<file path="config.mk">
export PLATFORM = sky130hd
export DESIGN_NAME = rr_arbiter_flat
export DESIGN_NICKNAME = d
export VERILOG_FILES = /design/src/rtl/rr_arbiter_if.sv /design/src/rtl/rr_arbiter.sv /design/src/flat_wrapper.sv
export SDC_FILE = /design/constraint.sdc
export NUM_CORES = 1
export LEC_CHECK = 0
export BUFFER_PORTS_ARGS = -buffer_cell sky130_fd_sc_hd__buf_2
export CORE_ASPECT_RATIO = 0.6
export CORE_UTILIZATION = 60
export DETAILED_ROUTE_END_ITERATION = 8
export GPL_TIMING_DRIVEN = 1
export HOLD_SLACK_MARGIN = 0.03
export PLACE_DENSITY = 0.8
export SLEW_MARGIN = 5
export SYNTH_ARGS = -nofsm -noshare
export SYNTH_HDL_FRONTEND = slang
export SYNTH_SLANG_ARGS = --single-unit
</file>
<file path="constraint.sdc">
create_clock -name clk_i -period 5.8 [get_ports clk_i]
set_input_delay 0.87 -clock clk_i [delete_from_list [all_inputs] [get_ports clk_i]]
set_output_delay 0.87 -clock clk_i [all_outputs]
set_load 0.02 [all_outputs]
</file>
<file path="src/rtl/rr_arbiter_if.sv">
// Request/grant handshake between a set of requesters and rr_arbiter.
// master = requester side, slave = arbiter side.
interface rr_arbiter_if #(
  parameter int REQ_NUM = 8
);
  localparam int IDX_W = $clog2(REQ_NUM);

  logic [REQ_NUM-1:0] req_i;
  logic               done_i;
  logic [REQ_NUM-1:0] gnt_o;
  logic [IDX_W-1:0]   gnt_idx_o;
  logic               gnt_val_o;
  logic               timeout_o;

  modport master (
    output req_i, done_i,
    input  gnt_o, gnt_idx_o, gnt_val_o, timeout_o
  );

  modport slave (
    input  req_i, done_i,
    output gnt_o, gnt_idx_o, gnt_val_o, timeout_o
  );
endinterface

</file>
<file path="src/rtl/rr_arbiter.sv">
// Round-robin arbiter holding one grant until done/request drop; optional
// forced release after MAX_HOLD cycles when ARB_TIMEOUT_EN is defined.
module rr_arbiter #(
  parameter int REQ_NUM  = 8,
  parameter int MAX_HOLD = 64
) (
  input  logic        clk_i,
  input  logic        arst_i,
  rr_arbiter_if.slave bus
);
  localparam int IDX_W = $clog2(REQ_NUM);

  if (REQ_NUM < 2 || REQ_NUM > 32 || MAX_HOLD < 1) begin : g_bad_cfg
    $error("rr_arbiter: REQ_NUM must be 2..32 and MAX_HOLD >= 1");
  end

  typedef enum logic {IDLE, GRANT} state_t;

  state_t             state_q;
  logic [IDX_W-1:0]   ptr_q;
  logic [REQ_NUM-1:0] gnt_q;
  logic [IDX_W-1:0]   gnt_idx_q;
  logic               gnt_val_q;

  logic [REQ_NUM-1:0] cand_c;
  logic [IDX_W-1:0]   nxt_ptr_c;
  logic [IDX_W-1:0]   sel_ptr_c;
  logic [IDX_W-1:0]   sel_idx_c;
  logic               sel_found_c;
  logic               normal_rel_c;
  logic               forced_c;
  logic               release_c;

  // First set bit of req scanning ptr, ptr+1, ... with wrap; result {found, idx}.
  function automatic logic [IDX_W:0] rr_pick(input logic [REQ_NUM-1:0] req,
                                             input logic [IDX_W-1:0]   ptr);
    logic             found;
    logic [IDX_W-1:0] idx;
    int               k;
    found = 1'b0;
    idx   = '0;
    for (int i = 0; i < REQ_NUM; i++) begin
      k = int'(ptr) + i;
      if (k >= REQ_NUM) k = k - REQ_NUM;
      if (!found && req[IDX_W'(k)]) begin
        found = 1'b1;
        idx   = IDX_W'(k);
      end
    end
    return {found, idx};
  endfunction

  assign normal_rel_c = gnt_val_q & (bus.done_i | ~bus.req_i[gnt_idx_q]);
  assign release_c    = normal_rel_c | forced_c;
  assign nxt_ptr_c    = (gnt_idx_q == IDX_W'(REQ_NUM - 1)) ? '0 : gnt_idx_q + 1'b1;
  // While granted, the search starts after the current holder, which is masked out.
  assign sel_ptr_c    = gnt_val_q ? nxt_ptr_c : ptr_q;
  assign cand_c       = bus.req_i & ~gnt_q;
  assign {sel_found_c, sel_idx_c} = rr_pick(cand_c, sel_ptr_c);

`ifdef ARB_TIMEOUT_EN
  localparam int HOLD_W = $clog2(MAX_HOLD + 1);
  logic [HOLD_W-1:0] hold_q;
  logic              timeout_q;

  // hold_q counts cycles already held beyond the first, so this edge ends cycle MAX_HOLD.
  assign forced_c      = gnt_val_q & ~normal_rel_c & (hold_q == HOLD_W'(MAX_HOLD - 1));
  assign bus.timeout_o = timeout_q;
`else
  assign forced_c      = 1'b0;
  assign bus.timeout_o = 1'b0;
`endif

  always_ff @(posedge clk_i or posedge arst_i) begin
    if (arst_i) begin
      state_q   <= IDLE;
      ptr_q     <= '0;
      gnt_q     <= '0;
      gnt_idx_q <= '0;
      gnt_val_q <= 1'b0;
`ifdef ARB_TIMEOUT_EN
      hold_q    <= '0;
      timeout_q <= 1'b0;
`endif
    end else begin
`ifdef ARB_TIMEOUT_EN
      timeout_q <= forced_c;
`endif
      case (state_q)
        IDLE: begin
          if (sel_found_c) begin
            state_q   <= GRANT;
            gnt_q     <= REQ_NUM'(1) << sel_idx_c;
            gnt_idx_q <= sel_idx_c;
            gnt_val_q <= 1'b1;
`ifdef ARB_TIMEOUT_EN
            hold_q    <= '0;
`endif
          end
        end
        GRANT: begin
          if (release_c) begin
            ptr_q <= nxt_ptr_c;
            if (sel_found_c) begin
              gnt_q     <= REQ_NUM'(1) << sel_idx_c;
              gnt_idx_q <= sel_idx_c;
`ifdef ARB_TIMEOUT_EN
              hold_q    <= '0;
`endif
            end else begin
              state_q   <= IDLE;
              gnt_q     <= '0;
              gnt_idx_q <= '0;
              gnt_val_q <= 1'b0;
`ifdef ARB_TIMEOUT_EN
              hold_q    <= '0;
`endif
            end
          end else begin
`ifdef ARB_TIMEOUT_EN
            if (hold_q != HOLD_W'(MAX_HOLD)) hold_q <= hold_q + 1'b1;
`endif
          end
        end
        default: state_q <= IDLE;
      endcase
    end
  end

  assign bus.gnt_o     = gnt_q;
  assign bus.gnt_idx_o = gnt_idx_q;
  assign bus.gnt_val_o = gnt_val_q;
endmodule

</file>
<file path="src/flat_wrapper.sv">
// flat-port wrapper written by rule: the top's interface ports become plain ports
module rr_arbiter_flat 
#(
  parameter int REQ_NUM  = 8,
  parameter int MAX_HOLD = 64
)
  (clk_i, arst_i, bus_req_i, bus_done_i, bus_gnt_o, bus_gnt_idx_o, bus_gnt_val_o, bus_timeout_o);
  rr_arbiter_if #(.REQ_NUM(REQ_NUM)) bus_i ();
  input  logic clk_i;
  input  logic arst_i;
  input wire logic [$bits(bus_i.req_i)-1:0] bus_req_i;
  input wire logic [$bits(bus_i.done_i)-1:0] bus_done_i;
  output wire logic [$bits(bus_i.gnt_o)-1:0] bus_gnt_o;
  output wire logic [$bits(bus_i.gnt_idx_o)-1:0] bus_gnt_idx_o;
  output wire logic [$bits(bus_i.gnt_val_o)-1:0] bus_gnt_val_o;
  output wire logic [$bits(bus_i.timeout_o)-1:0] bus_timeout_o;
  assign bus_i.req_i = bus_req_i;
  assign bus_i.done_i = bus_done_i;
  assign bus_gnt_o = bus_i.gnt_o;
  assign bus_gnt_idx_o = bus_i.gnt_idx_o;
  assign bus_gnt_val_o = bus_i.gnt_val_o;
  assign bus_timeout_o = bus_i.timeout_o;
  rr_arbiter #(.REQ_NUM(REQ_NUM), .MAX_HOLD(MAX_HOLD)) u_core (.clk_i(clk_i), .arst_i(arst_i), .bus(bus_i));
endmodule
</file>
[Word level (Yosys, flattened, before mapping)]
Index checks and enable logic that the tools add are counted.
Word-level totals
  register bits: 16
Operators by class
  reductions and logical operators: 17
  mux-type cells: 67
  shift operators: 1
  $add $sub $neg: 16
  eq/ne operators: 4
  order comparisons: 17
  bitwise gates (word level): 6
Operators with widths (count)
  two-way mux 3 bit: 21
  < comparator 3 x 5 -> 1 bit, second input constant: 8
  two-way mux 1 bit: 30
  greater-or-equal comparator 4 bit, second input constant: 7
  binary-select mux 1 bit (select 3 bit): 9
  two-way mux 8 bit: 3
  subtractor 3 x 1 -> 3 bit, second input constant: 8
  adder 3 x 3 -> 4 bit, second input constant: 4
  one-hot mux 8 bit (2 select lines): 1
  adder 3 x 2 -> 4 bit, second input constant: 2
  bitwise AND 8 bit: 1
  inverter 8 bit: 1
  left shift 1 x 3 -> 8 bit, first input constant: 1
  logical AND 1 bit: 7
  zero test 1 bit: 7
  one-hot mux 3 bit (2 select lines): 1
  adder 3 x 1 -> 4 bit, second input constant: 1
  greater-or-equal comparator 3 x 4 -> 1 bit, second input constant: 1
  < comparator 3 x 4 -> 1 bit, second input constant: 1
  inequality test 2 bit, second input constant: 2
  one-hot mux 1 bit (2 select lines): 2
  AND reduction 2 bit: 2
  adder 3 x 1 -> 3 bit, second input constant: 1
  equality test 3 bit, second input constant: 1
  other kinds (5): 6

[Depth between registers and ports, before layout]
Gate-level depths: netlist of run 1.
  word-level depth: 34
  gate-level depth with buffers: 16

[Least setup slack after synthesis of run 1]
OpenSTA, ideal clock, no wires.
  path type: register to register
  start: reg u_core.gnt_idx_q[0] (netlist: u_core.bus.gnt_idx_o[0])
  end: reg u_core.gnt_q[2] (netlist: u_core.bus.gnt_o[2])
  library setup time: 0.077 ns
  setup slack: 1.942 ns
  clock period less this slack: 3.858 ns
  stages on the path, launching flop included: 15
  buffers on the path: 2
  arrival: 3.781 ns
  required time: 5.723 ns
  cells stage by stage: dfrtp_1 -> ha_1 -> mux2i_2 -> buf_6 -> ha_1 -> buf_2 -> or3b_1 -> a211o_1 -> nand2_1 -> nor4b_4 -> o41a_4 -> o211ai_2 -> a32o_2 -> or3b_1 -> o21ai_1
On the way
  word-level cells in the longest chain between the ends: 34
  elaborated cells on any way between the ends: 102
  those cells by class: add/sub: 16; order compare: 8; eq/ne: 3; shift: 1; mux: 56; bitwise: 3; reduce/logical: 15
RTL lines
  start: declaration: line rr_arbiter.sv:22  | logic [IDX_W-1:0] gnt_idx_q;
  start signal: assignment: line rr_arbiter.sv:94  | gnt_idx_q <= sel_idx_c;
  start signal: assignment: line rr_arbiter.sv:106  | gnt_idx_q <= sel_idx_c;
  adder 3 x 1 -> 3 bit / equality test 3 bit (equally long branches): line rr_arbiter.sv:55  | assign nxt_ptr_c = (gnt_idx_q == IDX_W'(REQ_NUM - 1)) ? '0 : gnt_idx_q + 1'b1;
  two-way mux 3 bit (*): line rr_arbiter.sv:55
  via u_core.nxt_ptr_c[1]: line rr_arbiter.sv:26  | logic [IDX_W-1:0] nxt_ptr_c;
  two-way mux 3 bit (*): line rr_arbiter.sv:57  | assign sel_ptr_c = gnt_val_q ? nxt_ptr_c : ptr_q;
  parallel branches: the longest is 31 deep, another holds adder 3 x 1 -> 4 bit
  end signal: assignment: line rr_arbiter.sv:93  | gnt_q <= REQ_NUM'(1) << sel_idx_c;
  end signal: assignment: line rr_arbiter.sv:105  | gnt_q <= REQ_NUM'(1) << sel_idx_c;
  end: declaration: line rr_arbiter.sv:21  | logic [REQ_NUM-1:0] gnt_q;
Mark *: on every way through the listed nets, which the timed path passes. The select of a mux whose other input is x is not followed.
A chain may end at the register's enable or synchronous reset.

[Final worst setup path of run 1]
  start: reg u_core.gnt_val_q (netlist: u_core.bus.gnt_val_o)
  end: reg u_core.gnt_q[0] (netlist: u_core.bus.gnt_o[0])
On the way
  word-level cells in the longest chain between the ends: 32
  elaborated cells on any way between the ends: 95
  those cells by class: add/sub: 15; order compare: 8; eq/ne: 2; shift: 1; mux: 53; bitwise: 1; reduce/logical: 15
RTL lines
  start: declaration: line rr_arbiter.sv:23  | logic gnt_val_q;
  start signal: assignment: line rr_arbiter.sv:80  | gnt_val_q <= 1'b0;
  start signal: assignment: line rr_arbiter.sv:95  | gnt_val_q <= 1'b1;
  start signal: assignment: line rr_arbiter.sv:114  | gnt_val_q <= 1'b0;
  parallel branches: the longest is 32 deep, another holds adder 3 x 1 -> 4 bit
Several ways; the timed one is not identified. The select of a mux whose other input is x is not followed.

==> summary.md, run 1 <==
## Worst setup path
* **Critical R2R Launch** u_core.bus.gnt_val_o
* **crit path launch** u_core.bus.gnt_val_o
* **stage delay of the slowest cell on the critical path** 0.92 ns
* **Max Fanout on Critical Path** 11
* **data arrival time at the worst-slack endpoint** 4.80 ns
* **CP Capture Point** u_core.bus.gnt_o[0]
* **crit path capture type** flop
* **cells traversed along the worst timing path** and2_4 -> nor2_4 -> inv_2 -> ha_1 -> mux4_2 -> a21oi_1 -> and3_1 -> nand4_1 -> o21ai_0 -> nand2_1 -> o21ai_1
* **startpoint type of the worst setup path** flop
* **worst reg-to-reg path cell count** 11
* **cell with the largest stage delay on the worst path** o21ai_0
* **critical path class** flop to flop
* **reg-to-reg slack, setup** 1.18 ns
* **required time reported for the critical path endpoint** 5.98 ns
* **endpoint of the most critical register-to-register path** u_core.bus.gnt_o[0]

## STA
* **Highest Clock Rate** 216 MHz
* **post-route setup TNS** 0 ns
* **final worst clock skew** 0.00208 ns
* **slew at the pin with the worst max-slew slack** 1.13 ns
* **post-route minimum period** 4.62 ns
* **setup repair after global routing missed its margin** no
* **min setup slack post-route** 1.18 ns
* **final setup violation count** 0
* **worst slew margin relative to its limit** 23.9%
* **final hold violation count** 0
* **final worst-path cycle share** 79.7%
* **final slew viol count** 0

## Clocking
* **clock insertion delay at the later pin of the skew report** 0.26 ns
* **number of clock buffers inserted by TritonCTS** 3
* **Bufs on Longest Clock Path** 2
* **clock-pin slew reported for the worst setup and hold paths after clock tree synthesis** 0.07 ns
* **post-CTS setup buffer count** 0
* **library cell used as clock root buffer** clkbuf_8
* **number of levels the H-tree was split into** 1
* **CTS tree** yes
* **number of clock sinks seen by CTS** 16
* **hold bufs inserted after CTS** 0
* **number of gates resized after cts** 0

## Min path
* **number of cells on the worst hold path** 2
* **classification of the worst-slack hold path** flop to flop

## Logic synthesis
* **library cells used by synthesis** 65
* **count of state elements after synthesis** 16
* **top cell type by total area after synthesis** dfrtp_1
* **fraction of post-synthesis cell area in the top cell type by area** 21.2%
* **number of nets produced by synthesis** 210
* **part of the Yosys area used for sequential elements** 21.2%
* **YS warnings** 0
* **top_reg_cell synth** dfrtp_1
* **number of enable-type register cells in the synthesized netlist** 0
* **Async SR Flop Fraction** 100%
* **cells after synthesis** 195
* **Post-Synthesis Mean Instance Area** 9.67 um^2
* **most area-consuming cells after synthesis** dfrtp_1, mux2i_1, mux4_2, mux2i_4, nand2_1
* **synthesized cell area** 1890 um^2

## Global route
* **wire length of the first global-routing pass** 7700 um
* **total grt overflow** 0
* **via count of the first global-routing pass** 1537
* **pin count of the biggest net entering global routing** 17
* **antenna violations before repair** 0
* **global router's overall resource usage** 31.8%

## Placement
* **final weighted congestion of routability-driven global placement** 0.911
* **detailed-placement wirelength estimate** 3970 um
* **Post-Place Setup Slack** 1.33 ns
* **I/O Buffers** 22
* **number of placed cells counting well taps** 252

## Job
* **max capacitance violation total** 0

## Drt
* **Initial DRT Pass Iterations** 5
* **total length of routed wires** 4970 um
* **count of vias placed by the detailed router** 1735
* **Wirelength per Cell** 19.4 um
* **Post-DRT Antenna Nets** 0
* **violation count after the first detailed-route iteration** 198
* **number of design rule violations left after detail routing** 0
* **routed vias/inst** 6.78

## Floorplan
* **area of the core** 2930 um^2
* **IO Count** 24
* **Die Footprint** 3380 um^2
* **starting density of the core** 64.4%
* **die span in y** 45.4 um
* **Die X** 74.4 um
* **row cnt** 15

## Layout
* **Nets** 230
* **growth of design area from synthesis to finish** 8.76%
* **ratio of cells with drive above 1 in the final layout** 28.5%
* **number of inserted diodes** 0
* **commonest non-fill, non-tap cells in the layout** buf_2, nand2_1, mux2i_1, dfrtp_1, o21ai_0
* **most frequent standard cell in the layout excluding fill and tap cells** buf_2
* **non-filler instance count after layout** 256

## Run status
* **status** finished clean

-- worst max-delay path: cells and delay by family, from the launching register on --
kind	cells	cell delay [ns]
compound gates	3	1.54
fa+ha+maj	1	0.53
buf+inv	1	0.20
flops	1	0.53
mux	1	0.62
simple gates	5	1.10
-- worst min-delay path by stage --
stage | start | endpoint | slack (ns)
3_3_place_gp | u_core.ptr_q[0] | u_core.ptr_q[0] | 0.50
4_1_cts | u_core.state_q | u_core.bus.gnt_val_o | 0.53
3_5_place_dp | u_core.state_q | u_core.bus.gnt_val_o | 0.52
6_report | u_core.bus.gnt_o[2] | u_core.bus.gnt_o[2] | 0.54
5_1_grt | u_core.bus.gnt_o[1] | u_core.bus.gnt_o[1] | 0.57
2_1_floorplan | u_core.ptr_q[0] | u_core.ptr_q[0] | 0.47
-- state kept, by name (all words and copies together) (netlist names) --
name and cells:
u_core.bus.gnt_o 8, u_core.ptr_q 3, u_core.bus.gnt_idx_o 3, u_core.bus.gnt_val_o 1, u_core.state_q 1
-- cells in the mapped netlist (6+ instances only) --
| master | count |
|---|---|
| dfrtp_1 | 16 |
| a21oi_1 | 7 |
| nor2_1 | 8 |
| nor2b_1 | 6 |
| o21ai_1 | 7 |
| o21ai_0 | 11 |
| mux4_2 | 6 |
| nand2_1 | 20 |
| mux2i_1 | 16 |
-- kinds of logic (layout without fill, tap and decap cells) --
kind of cell | Yosys count | after routing | share of synthesized area (%)
AOI/OAI and AO/OA | 46 | 46 | 17.3
xor gates and xnor gates | 4 | 4 | 2.26
adders and majority gates | 4 | 4 | 2.65
buffers and inverters | 14 | 33 | 4.78
DFF | 16 | 16 | 21.2
muxes | 35 | 35 | 26.4
other | 1 | 1 | 0.199
and+or+nand+nor | 75 | 75 | 25.2
-- final cells by class --
| type | count | area, um^2 |
|---|---|---|
| Fill cell | 231 | 877 |
| Sequential cell | 16 | 400 |
| Clock buffer | 4 | 55.1 |
| Multi-Input combinational cell | 165 | 1400 |
| Tap cell | 42 | 52.6 |
| Inverter | 6 | 30.0 |
| Timing Repair Buffer | 23 | 118 |
-- per-layer routing --
layer	global-route usage, %	vias up	wire length [um]
met3	8.85	10	477
met2	44.7	94	2130
met5	0	-	0
li1	-	778	-
met1	48.2	853	2290
met4	7.55	0	67
-- metrics by stage --
step	cell area (um^2)	hold WS, ns	util (%)
final	2050	0.539	70.0
after global routing	2050	0.573	70.0
after CTS	2050	0.530	70.0
after detailed placement	2000	0.518	68.2
after global placement	2000	0.496	68.2
after floorplan	1890	0.469	-
Power of run 1 is not shown: default switching activity piles up to over one toggle a cycle in this logic, so the estimate is an artifact.
==> inputs of run 2 (changes only) <==
CORE_UTILIZATION = 59   (was 60)
PLACE_DENSITY = 0.79   (was 0.8)
clock period = 4.5 ns   (was 5.8 ns; I/O delays follow)
==> run 2 against run 1 <==
Net effect:
- die area rose by 1.6%
- via count is 1.4% lower
- sequential cell count unchanged
- highest routed layer unchanged
- sequential share of layout area decreased by 0.071 points
- clock-buffer cell count unchanged
- global-route usage up 3.3 points
- routed wire length is 4.9% higher
==> summary.md, run 2 (same netlist as run 1, synthesis figures left out) <==
## Run status
* **status** finished clean

## Layout
* **filler cell count in the final layout** 214, -7.4%
* **most frequent standard cell in the layout excluding fill and tap cells** buf_2
* **ratio of cells with drive above 1 in the final layout** 28.8%, +0.33 points
* **growth of design area from synthesis to finish** 9.16%
* **Nets** 231, +0.43%
* **number of inserted diodes** 0, unchanged
* **commonest non-fill, non-tap cells in the layout** buf_2, nand2_1, mux2i_1, dfrtp_1, o21ai_0
* **flip-flop count of the largest register, all copies and words added** 8, unchanged

## STA
* **Highest Clock Rate** 232 MHz, +7.0%
* **final setup violation count** 0, unchanged
* **post-route setup TNS** 0 ns, unchanged
* **setup repair after global routing missed its margin** no
* **min setup slack post-route** 0.181 ns, -0.996 ns
* **final hold violation count** 0, unchanged
* **post-route minimum period** 4.32 ns, -0.304 ns
* **slew at the pin with the worst max-slew slack** 0.723 ns, -0.406 ns
* **final worst-path cycle share** 96.0%, +16 points
* **final worst clock skew** 0.00965 ns, +0.00757 ns
* **worst slew margin relative to its limit** 51.8%, +28 points
* **final slew viol count** 0, unchanged

## Job
* **max capacitance violation total** 0, unchanged

## Worst setup path
* **required time reported for the critical path endpoint** 4.67 ns, -1.31 ns
* **Max Fanout on Critical Path** 11, unchanged
* **startpoint type of the worst setup path** flop
* **critical path class** flop to flop
* **reg-to-reg slack, setup** 0.18 ns, -1.00 ns
* **data arrival time at the worst-slack endpoint** 4.49 ns, -0.31 ns
* **crit path capture type** flop

## Placement
* **final weighted congestion of routability-driven global placement** 0.925, +1.5%
* **detailed-placement wirelength estimate** 4140 um, +4.1%
* **Post-Place Setup Slack** 0.359 ns, -0.971 ns
* **I/O Buffers** 22, unchanged

## Clocking
* **CTS tree** yes
* **library cell used as clock root buffer** clkbuf_8
* **clock insertion delay at the later pin of the skew report** 0.25 ns, about the same
* **number of clock buffers inserted by TritonCTS** 3, unchanged
* **number of clock sinks seen by CTS** 16, unchanged
* **number of levels the H-tree was split into** 1, unchanged
* **post-CTS setup buffer count** 0, unchanged
* **hold bufs inserted after CTS** 0, unchanged
* **Bufs on Longest Clock Path** 2, unchanged
* **number of gates resized after cts** 0, unchanged
* **clock-pin slew reported for the worst setup and hold paths after clock tree synthesis** 0.07 ns, about the same

## Drt
* **routed vias/inst** 6.65, -1.8%
* **count of vias placed by the detailed router** 1710, -1.4%
* **total length of routed wires** 5220 um, +4.9%
* **Wirelength per Cell** 20.3 um, +4.5%
* **Initial DRT Pass Iterations** 4, -1
* **violation count after the first detailed-route iteration** 178, -10%
* **number of design rule violations left after detail routing** 0, unchanged
* **Post-DRT Antenna Nets** 0, unchanged

## Floorplan
* **IO Count** 24, unchanged
* **area of the core** 2950 um^2, +0.64%
* **Die Footprint** 3430 um^2, +1.6%
* **Die X** 75.0 um, +0.82%
* **starting density of the core** 64.0%, -0.41 points
* **row cnt** 15, unchanged
* **die span in y** 45.8 um, +0.80%

## Min path
* **classification of the worst-slack hold path** input port to async pin

## Global route
* **pin count of the biggest net entering global routing** 17, unchanged
* **global router's overall resource usage** 35.1%, +3.3 points
* **via count of the first global-routing pass** 1591, +3.5%
* **wire length of the first global-routing pass** 8450 um, +9.7%
* **total grt overflow** 0, unchanged
* **antenna violations before repair** 0, unchanged

run 2: cell types whose count changed in the layout (fill, tap and decap cells not counted):
cell | before | now
buf_4 | 1 | 2
run 2: area by class of cell:
cell class	instances	area, um^2	share of cell area [%]
Multi-Input combinational cell	165	1400	67.8
Tap cell	42	52.6	2.55
Timing Repair Buffer	24	125	6.08
Clock buffer	4	55.1	2.67
Sequential cell	16	400	19.5
Inverter	6	30.0	1.46
run 2: final timing paths:
path | from | endpoint | cells past startpoint
max | u_core.bus.gnt_val_o | u_core.bus.gnt_o[0] | 11
min | arst_i | u_core.bus.gnt_o[4] | 2
max reg2reg | u_core.bus.gnt_val_o | u_core.bus.gnt_o[0] | 11
min reg2reg | u_core.bus.gnt_o[2] | u_core.bus.gnt_o[2] | 2
max in group asynchronous | arst_i | u_core.bus.gnt_idx_o[1] | 2
min in group clk_i | u_core.bus.gnt_o[2] | u_core.bus.gnt_o[2] | 2
run 2: critical path: stages, from the launching register on:
cell     delay, ns
dfrtp_1       0.55
and2_4        0.27
nor2_4        0.26
inv_2         0.20
ha_1          0.52
mux4_2        0.63
a21oi_1       0.62
and3_1        0.31
nor4_1        0.08
o32ai_2       0.40
nand4_1       0.22
o21ai_1       0.16
run 2: per-layer routing:
metal / part of all wire (%) / vias up / global-route usage (%)
met5: 0 / - / 0
met1: 45 / 828 / 48.9
met3: 10 / 8 / 13.5
met2: 43 / 94 / 52.3
met4: 0.88 / 0 / 6.79
li1: - / 780 / -
run 2: stage by stage:
stage | std cells | hold WS (ns) | utilization, % | instance area [um^2]
after detailed placement | 253 | 0.509 | 68.0 | 2000
after global routing | 257 | 0.553 | 69.9 | 2060
after floorplan | 195 | 0.469 | - | 1890
final | 257 | 0.501 | 69.9 | 2060
after CTS | 257 | 0.522 | 69.9 | 2060
after global placement | 253 | 0.488 | 68.0 | 2000
Power of run 2 is left out for the same reason.
